File: config.mk
export PLATFORM = sky130hd
export DESIGN_NAME = seg_scan_driver
export DESIGN_NICKNAME = d
export VERILOG_FILES = /design/src/rtl/seg_pkg.sv /design/src/rtl/hex7seg.sv /design/src/rtl/seg_scan_driver.sv
export SDC_FILE = /design/constraint.sdc
export NUM_CORES = 1
export LEC_CHECK = 0
export ABC_AREA = 1
export ABC_CLOCK_PERIOD_IN_PS = 5400
export CAP_MARGIN = 20
export CORE_ASPECT_RATIO = 0.7
export CORE_MARGIN = 2
export CORE_UTILIZATION = 54
export DETAILED_ROUTE_END_ITERATION = 10
export GPL_TIMING_DRIVEN = 1
export HOLD_SLACK_MARGIN = 0.06
export PLACE_DENSITY = 0.78
export SLEW_MARGIN = 20
export SYNTH_ARGS = -nofsm -noshare
export SYNTH_HDL_FRONTEND = slang
export SYNTH_SLANG_ARGS = --single-unit
File: constraint.sdc
create_clock -name clk -period 5.4 [get_ports clk]
set_clock_uncertainty 0.15 [all_clocks]
set_input_delay 1.35 -clock clk [delete_from_list [all_inputs] [get_ports clk]]
set_output_delay 1.35 -clock clk [all_outputs]
set_load 0.005 [all_outputs]
File: src/rtl/seg_pkg.sv
`timescale 1ns/1ps
`default_nettype none
// ============================================================================
// Module : seg_pkg
// Purpose: Shared definitions for the 7-segment display blocks: scan FSM
//          state encoding, the all-off segment pattern and the hex-to-segment
//          lookup table (active-high, bit order {g,f,e,d,c,b,a}).
// Ports  : none (package)
// Rev    : 1.0  initial release
// ============================================================================
package seg_pkg;

  localparam logic [0:0] ST_BLANK = 1'b0;
  localparam logic [0:0] ST_SHOW  = 1'b1;

  localparam logic [7:0] SEG_OFF  = 8'h00;

  // Entry n holds the segment pattern for hex digit n (entry 0 is rightmost).
  localparam logic [15:0][6:0] HEX7SEG_TABLE = {
    7'h71, 7'h79, 7'h5E, 7'h39, 7'h7C, 7'h77, 7'h6F, 7'h7F,
    7'h07, 7'h7D, 7'h6D, 7'h66, 7'h4F, 7'h5B, 7'h06, 7'h3F
  };

endpackage
`default_nettype wire

File: src/rtl/hex7seg.sv
`timescale 1ns/1ps
`default_nettype none
// ============================================================================
// Module : hex7seg
// Purpose: Purely combinational 4-bit hex to 7-segment decoder, active-high.
// Ports  : hex  in  4   nibble to display
//          seg  out 7   {g,f,e,d,c,b,a}
// Rev    : 1.0  initial release
// ============================================================================
module hex7seg
  import seg_pkg::*;
(
  input  logic [3:0] hex,
  output logic [6:0] seg
);

  assign seg = HEX7SEG_TABLE[hex];

endmodule
`default_nettype wire

File: src/rtl/seg_scan_driver.sv
`timescale 1ns/1ps
`default_nettype none
// ============================================================================
// Module : seg_scan_driver
// Purpose: Time-multiplexed 7-segment driver. Each rising edge of the divided
//          scan clock (sampled as data) advances to the next enabled digit,
//          with a fixed blanking gap at every digit change. Inputs are
//          snapshotted once per frame so a frame is never torn.
// Ports  : clk       in   1             system clock
//          rst       in   1             asynchronous active-high reset
//          scan_clk  in   1             divided scan clock, sampled as data
//          hex_data  in   4*NUM_DIGITS  digit i = hex_data[4i+3:4i]
//          digit_en  in   NUM_DIGITS    per-digit enable
//          dp_en     in   NUM_DIGITS    per-digit decimal point
//          seg_out   out  8             {dp,g,f,e,d,c,b,a}, registered
//          dig_sel   out  NUM_DIGITS    one-hot digit select or all-off
// Rev    : 1.0  initial release
// ============================================================================
module seg_scan_driver
  import seg_pkg::*;
#(
  parameter int NUM_DIGITS   = 8,
  parameter int BLANK_CYCLES = 2,
  parameter bit ACTIVE_LOW   = 1'b0
) (
  input  logic                    clk,
  input  logic                    rst,
  input  logic                    scan_clk,
  input  logic [4*NUM_DIGITS-1:0] hex_data,
  input  logic [NUM_DIGITS-1:0]   digit_en,
  input  logic [NUM_DIGITS-1:0]   dp_en,
  output logic [7:0]              seg_out,
  output logic [NUM_DIGITS-1:0]   dig_sel
);

  localparam int                  IDX_W       = $clog2(NUM_DIGITS);
  localparam logic [3:0]          BLANK_LAST  = 4'(BLANK_CYCLES - 1);
  localparam logic [7:0]          SEG_PIN_OFF = ACTIVE_LOW ? ~SEG_OFF : SEG_OFF;
  localparam logic [NUM_DIGITS-1:0] DIG_PIN_OFF = ACTIVE_LOW ? '1 : '0;

  // Registered state
  logic                    scan_q;
  logic [0:0]              state;
  logic [IDX_W-1:0]        idx;
  logic [3:0]              blank_cnt;
  logic [4*NUM_DIGITS-1:0] snap_hex;
  logic [NUM_DIGITS-1:0]   snap_en;
  logic [NUM_DIGITS-1:0]   snap_dp;

  // Next-state / combinational
  logic                    tick;
  logic [IDX_W-1:0]        next_idx;
  logic [IDX_W-1:0]        first_idx;
  logic                    wrap;
  logic [0:0]              state_n;
  logic [IDX_W-1:0]        idx_n;
  logic [3:0]              cnt_n;
  logic                    load;
  logic [3:0]              show_hex;
  logic [6:0]              show_seg;
  logic [NUM_DIGITS-1:0]   dig_on;
  logic [NUM_DIGITS-1:0]   dig_n;
  logic [7:0]              seg_n;

  assign tick = scan_clk & ~scan_q;

  // Candidate index base+step modulo NUM_DIGITS (step never exceeds NUM_DIGITS).
  function automatic logic [IDX_W-1:0] cand(input logic [IDX_W-1:0] base, input int step);
    int sum;
    sum = int'(base) + step;
    if (sum >= NUM_DIGITS) sum = sum - NUM_DIGITS;
    return IDX_W'(sum);
  endfunction

  // Search downwards so the closest enabled successor wins; step NUM_DIGITS
  // lands back on idx itself, giving the inclusive wrap for a lone digit.
  always_comb begin
    next_idx = idx;
    for (int k = NUM_DIGITS; k >= 1; k--) begin
      if (snap_en[cand(idx, k)]) next_idx = cand(idx, k);
    end
  end

  // Lowest enabled digit of the incoming enables: start point of a new frame.
  always_comb begin
    first_idx = '0;
    for (int i = NUM_DIGITS - 1; i >= 0; i--) begin
      if (digit_en[i]) first_idx = IDX_W'(i);
    end
  end

  assign wrap = (next_idx <= idx);

  always_comb begin
    state_n = state;
    idx_n   = idx;
    cnt_n   = blank_cnt;
    load    = 1'b0;
    case (state)
      ST_BLANK: begin
        if (snap_en == '0) begin
          // Idle: nothing to show, keep tracking the inputs.
          load  = 1'b1;
          cnt_n = '0;
          idx_n = first_idx;
        end else if (blank_cnt == BLANK_LAST) begin
          state_n = ST_SHOW;
          cnt_n   = '0;
        end else begin
          cnt_n = blank_cnt + 4'd1;
        end
      end
      default: begin
        if (tick) begin
          state_n = ST_BLANK;
          cnt_n   = '0;
          if (wrap) begin
            // Frame boundary: take a fresh snapshot and restart at its
            // lowest enabled digit so a changed enable mask is honoured.
            load  = 1'b1;
            idx_n = first_idx;
          end else begin
            idx_n = next_idx;
          end
        end
      end
    endcase
  end

  // SHOW is never entered on a load cycle, so the snapshot regs are current.
  assign show_hex = snap_hex[{idx_n, 2'b00} +: 4];

  hex7seg u_hex7seg (
    .hex (show_hex),
    .seg (show_seg)
  );

  always_comb begin
    dig_on        = '0;
    dig_on[idx_n] = 1'b1;
    dig_n         = DIG_PIN_OFF;
    seg_n         = SEG_PIN_OFF;
    if (state_n == ST_SHOW) begin
      dig_n = dig_on ^ {NUM_DIGITS{ACTIVE_LOW}};
      seg_n = {snap_dp[idx_n], show_seg} ^ {8{ACTIVE_LOW}};
    end
  end

  always_ff @(posedge clk or posedge rst) begin
    if (rst) begin
      scan_q    <= 1'b0;
      state     <= ST_BLANK;
      idx       <= '0;
      blank_cnt <= '0;
      snap_hex  <= '0;
      snap_en   <= '0;
      snap_dp   <= '0;
      seg_out   <= SEG_PIN_OFF;
      dig_sel   <= DIG_PIN_OFF;
    end else begin
      scan_q    <= scan_clk;
      state     <= state_n;
      idx       <= idx_n;
      blank_cnt <= cnt_n;
      if (load) begin
        snap_hex <= hex_data;
        snap_en  <= digit_en;
        snap_dp  <= dp_en;
      end
      seg_out   <= seg_n;
      dig_sel   <= dig_n;
    end
  end

endmodule
`default_nettype wire
==> flow_metrics.py, run 1 <==
metrics = {
    "timing": {
        "tightest_slew_ps": 880,
        "period_minus_slack_ps": 4870,
        "finalCritPeriodShare": 0.902,
        "finalSetupViolCount": 0,
        "slew_viol_final": 0,
        "finalSetupTns_ps": 0,
        "rsz0062_at_grt": "no",
        "worst_slack_ps": 529,
        "relSlewSlack": 0.412,
        "finalHoldViolations": 0,
        "timing.fmax_ghz": 0.205,
    },
    "setup_path": {
        "critPathTopFamily": "simple AND/OR/NAND/NOR gates",
        "required_ps": 5470,
        "crit_buf_inv": 7,
        "startpoint_type": "register",
        "arrival_ps": 4940,
        "cpPeakStageDelay_ps": 630,
        "slowest_stage": "dfrtp_1",
        "ff2ff_path_depth": 36,
        "worstReg2RegStart": "idx[1]",
        "cp.depth": 36,
        "cp-end-kind": "register",
        "cpMostUsedCell": "nand2_1",
        "critPathMaxFanout": 11,
        "critPathKind": "register to register",
        "crit_start": "idx[1]",
    },
    "finish": {
        "multi_input_area_sq_um": 2080,
        "layout.cells.non_filler": 750,
        "num_antenna_cells": 0,
        "fillers": 689,
        "areaGrowthSynthToFinish_pct": 22.7,
        "nets": 705,
        "layout_commonest_cell": "nand2_1",
        "layout-drive-gt1-share": 0.131,
        "area.sequential_sq_um": 1830,
        "final_cell_mix": "206 x nand2_1, 73 x dfrtp_1, 66 x clkdlybuf4s50_1",
    },
    "die": {
        "start_util": 0.550,
        "die_area_sq_um": 8690,
        "core_area_sq_um": 7800,
        "die_y_um": 78.6,
        "die_x_um": 111,
        "row_count": 27,
        "io_pins": 67,
    },
    "clocking": {
        "post-cts-setup-buffers": 0,
        "hold_buffers": 0,
        "clock-root-buffer": "clkbuf_16",
        "insertion_delay_ps": 330,
        "max-clock-path-buffers": 2,
        "clk_pin_slew_ps": 60,
        "post_cts_resized": 0,
        "cts_sinks": 73,
        "cts_buffers": 9,
        "cts_tree": "done",
        "cts_max_level": 3,
    },
    "global_routing": {
        "antenna_found_initial": 0,
        "grt_pass1_vias": 3771,
        "globalRouteTotalUtil": 0.261,
        "grt-ovfl-total": 0,
        "grt_busiest_layer": "met2",
        "grt_max_degree": 72,
        "grt_use_met1": 0.360,
        "grt_use_met3": 0.0695,
        "grt_pass1_wl_mm": 18.1,
        "grt_use_met2": 0.421,
    },
    "placement": {
        "place_inst": 734,
        "place_ws_ps": 630,
        "place_hpwl_mm": 7.89,
        "portBuffers": 66,
        "gp_congestion": 0.972,
    },
    "detailed_routing": {
        "first_pass_iters": 5,
        "viasPerCell": 5.26,
        "drc": 0,
        "wire_per_inst_um": 14.1,
        "drt-initial-drc-count": 281,
        "final_antenna_net_count": 0,
        "wl_mm": 10.6,
        "dr_total_vias": 3947,
    },
    "min_path": {
        "min_path_type": "register to register",
        "holdCritStartpoint": "snap_hex[18]",
        "min_path_cells": 2,
    },
    "synthesis": {
        "synth_seq_cells": 73,
        "netlist_area_sq_um": 4290,
        "synth_fp_nets": 640,
        "ys_types": 34,
        "ys_seq_area_frac": 0.426,
        "yosysWarnings": 0,
        "synthCells": 579,
        "syn_avg_cell_area_sq_um": 7.41,
    },
    "job": {
        "maxCapViolCount": 0,
    },
    "outcome": {
        "status": "complete, no violations",
    },
}
-- area by class of cell --
class	count	share of cell area
multi-input cells	416	0.395
inverters	74	0.0541
clock inverters	3	0.00332
flip-flops and latches	73	0.347
clock buffers	13	0.0456
well taps	101	0.0240
repair buffers	70	0.131
-- synthesized netlist by cell type (all sizes together) --
library cell  number  area, sq um
o22a               1         10.0
or2                2         12.5
buf                6         63.8
inv               74          285
o21ai             35          175
o21a               1         7.51
nor4               1         6.26
xor2               3         52.6
xnor2              2         17.5
nor3               1         5.00
o21bai             1         7.51
nand4              3         18.8
dfrtp             73         1830
a31o               1         8.76
o211ai             2         15.0
clkbuf            10         37.5
ha                10          125
a21oi             13         65.1
nand3             59          355
nor2              40          198
o22ai              7         43.8
nand2            234          956
-- worst paths after layout --
path | to | slack (ps)
max reg2reg | seg_out[0] | 530
max in group asynchronous | snap_hex[20] | 2780
min in group asynchronous | dig_sel[1] | 1380
max | seg_out[0] | 530
min reg2reg | snap_hex[18] | 320
min | snap_hex[18] | 320
-- tightest hold or removal path, delay by kind of cell (launching register included) --
kind             cells  cell delay [ps]
AND/OR/NAND/NOR      2              110
flip-flops           1              340
-- logic make-up after synthesis --
kind of cell,after synthesis,share of synthesized area
fa+ha+maj,10,0.0291
buf+inv,90,0.0901
simple gates,340,0.361
xor+xnor,5,0.0163
flops,73,0.426
compound gates,61,0.0775
-- metrics by stage --
stage	util	instance area, sq um	hold WS, ps
after global routing	0.675	5270	346
after detailed placement	0.642	5010	310
after CTS	0.675	5270	323
after global placement	0.642	5010	306
final	0.675	5270	324
after floorplan	-	4290	287
-- routing by layer --
layer / share of wire / vias to the layer above
met4: 0.011 / 0
met3: 0.066 / 13
li1: - / 1947
met5: 0 / -
met1: 0.46 / 1840
met2: 0.46 / 147
-- registers in the layout (all words and copies together), names as in the netlist --
name       cells
blank_cnt      4
idx            3
scan_q         1
seg_out        8
snap_hex      32
dig_sel        8
snap_en        8
state          1
snap_dp        8
Power of run 1 is not shown: default switching activity piles up to over one toggle a cycle in this logic, so the estimate is an artifact.
==> run 2, diff against run 1 <==
--- a/config.mk
+++ b/config.mk
@@ -15,6 +15,7 @@
 export GPL_TIMING_DRIVEN = 1
 export HOLD_SLACK_MARGIN = 0.06
 export PLACE_DENSITY = 0.78
+export SKIP_CTS_REPAIR_TIMING = 1
 export SLEW_MARGIN = 20
 export SYNTH_ARGS = -nofsm -noshare
 export SYNTH_HDL_FRONTEND = slang
==> results of run 2 <==
No change in the layout: final DEF, timing and power equal those of run 1.
Power of run 2 is left out for the same reason.
==> run 3, diff against run 2 <==
--- a/config.mk
+++ b/config.mk
@@ -14,7 +14,7 @@
 export DETAILED_ROUTE_END_ITERATION = 10
 export GPL_TIMING_DRIVEN = 1
 export HOLD_SLACK_MARGIN = 0.06
-export PLACE_DENSITY = 0.78
+export PLACE_DENSITY = 0.8
 export SKIP_CTS_REPAIR_TIMING = 1
 export SLEW_MARGIN = 20
 export SYNTH_ARGS = -nofsm -noshare
==> flow_metrics.py, run 3 (synthesis results as in run 1) <==
metrics = {
    "global_routing": {
        "grt_pass1_wl_mm": 17.4,
        "grt-ovfl-total": 0,
        "grt_use_met2": 0.391,
        "globalRouteTotalUtil": 0.251,
        "antenna_found_initial": 0,
        "grt_use_met1": 0.348,
        "grt_pass1_vias": 3699,
        "grt_busiest_layer": "met2",
        "grt_max_degree": 72,
        "grt_use_met3": 0.0571,
    },
    "clocking": {
        "insertion_delay_ps": 340,
        "clk_pin_slew_ps": 60,
        "clock-root-buffer": "clkbuf_16",
        "cts_buffers": 9,
        "cts_max_level": 3,
        "cts_sinks": 73,
        "cts_tree": "done",
        "max-clock-path-buffers": 2,
    },
    "timing": {
        "relSlewSlack": 0.509,
        "rsz0062_at_grt": "no",
        "slew_viol_final": 0,
        "period_minus_slack_ps": 4840,
        "finalSetupTns_ps": 0,
        "timing.fmax_ghz": 0.207,
        "finalHoldViolations": 0,
        "finalSetupViolCount": 0,
        "worst_slack_ps": 562,
        "tightest_slew_ps": 737,
        "finalCritPeriodShare": 0.896,
    },
    "setup_path": {
        "required_ps": 5470,
        "worstReg2RegStart": "idx[1]",
        "cp-end-kind": "register",
        "critPathTopFamily": "simple AND/OR/NAND/NOR gates",
        "startpoint_type": "register",
        "cpPeakStageDelay_ps": 610,
        "arrival_ps": 4910,
        "r2r-end": "seg_out[0]",
        "slowest_stage": "dfrtp_1",
        "crit_buf_inv": 5,
        "ff2ff_path_depth": 34,
        "cpMostUsedCell": "nand2_1",
        "r2r_slack_ps": 560,
        "critPathMaxFanout": 21,
        "critPathKind": "register to register",
    },
    "placement": {
        "place_hpwl_mm": 7.72,
        "portBuffers": 66,
        "gp_congestion": 0.968,
        "place_ws_ps": 641,
    },
    "finish": {
        "regMostFlops": "snap_hex",
        "layout-drive-gt1-share": 0.134,
        "largest_register_ffs": 32,
        "final_cell_mix": "206 x nand2_1, 73 x dfrtp_1, 66 x clkdlybuf4s50_1",
        "area.sequential_sq_um": 1830,
        "multi_input_area_sq_um": 2080,
        "nets": 705,
        "areaGrowthSynthToFinish_pct": 23.7,
        "layout_commonest_cell": "nand2_1",
        "num_antenna_cells": 0,
        "fillers": 652,
    },
    "detailed_routing": {
        "final_antenna_net_count": 0,
        "wl_mm": 10.4,
        "wire_per_inst_um": 13.9,
        "drt-initial-drc-count": 300,
        "first_pass_iters": 5,
        "drc": 0,
        "dr_total_vias": 3958,
        "viasPerCell": 5.28,
    },
    "die": {
        "row_count": 27,
        "core_area_sq_um": 7800,
        "start_util": 0.550,
        "die_y_um": 78.6,
        "io_pins": 67,
        "die_area_sq_um": 8690,
        "die_x_um": 111,
    },
    "min_path": {
        "min_path_type": "register to register",
        "hold_end": "snap_hex[7]",
        "min_path_cells": 2,
        "holdCritStartpoint": "snap_hex[7]",
    },
    "outcome": {
        "status": "complete, no violations",
    },
    "job": {
        "maxCapViolCount": 0,
    },
}
-- run 3: cell types whose count changed in the layout (fill, tap and decap cells not counted), sizes merged --
cell / delta
bufinv: +1
clkbuf: -1
clkinv: +1
clkinvlp: -1
-- run 3: worst reg2reg max path: cells and delay by family (launching register included) --
family | cells | cell delay [ps]
buf+inv | 5 | 390
flops | 1 | 610
fa+ha+maj | 3 | 920
compound gates | 3 | 660
simple gates | 23 | 1970
-- run 3: worst max-delay path by stage --
stage | slack [ps] | start | cells past startpoint | to
2_1_floorplan | 1210 | idx[1] | 36 | seg_out[5]
3_3_place_gp | 770 | idx[1] | 27 | seg_out[6]
3_5_place_dp | 640 | idx[1] | 34 | seg_out[0]
4_1_cts | 600 | idx[1] | 34 | seg_out[0]
5_1_grt | 120 | idx[1] | 34 | seg_out[0]
6_report | 560 | idx[1] | 34 | seg_out[0]
-- run 3: per-layer routing --
layer  vias to the layer above  wire length (um)  share of wire
li1                       1947                 -              -
met1                      1837              4720           0.45
met2                       152              4810           0.46
met3                        22               665          0.064
met4                         0               197          0.019
met5                         -                 0              0
-- run 3: metrics by stage --
stage,area [sq um],cells,utilization,hold WS [ps]
6_report,5310,750,0.680,314
5_1_grt,5310,750,0.680,339
4_1_cts,5310,750,0.680,322
3_5_place_dp,5010,734,0.642,308
3_3_place_gp,5010,734,0.642,302
2_1_floorplan,4290,579,-,287
-- run 3: area by class of cell --
type / instances / area share
sequential: 73 / 0.344
tap: 101 / 0.0238
clock buffer: 12 / 0.0464
multi-input combinational: 416 / 0.392
clock inverter: 4 / 0.00990
inverter: 74 / 0.0537
timing repair buffer: 70 / 0.130
Power of run 3 is left out for the same reason.
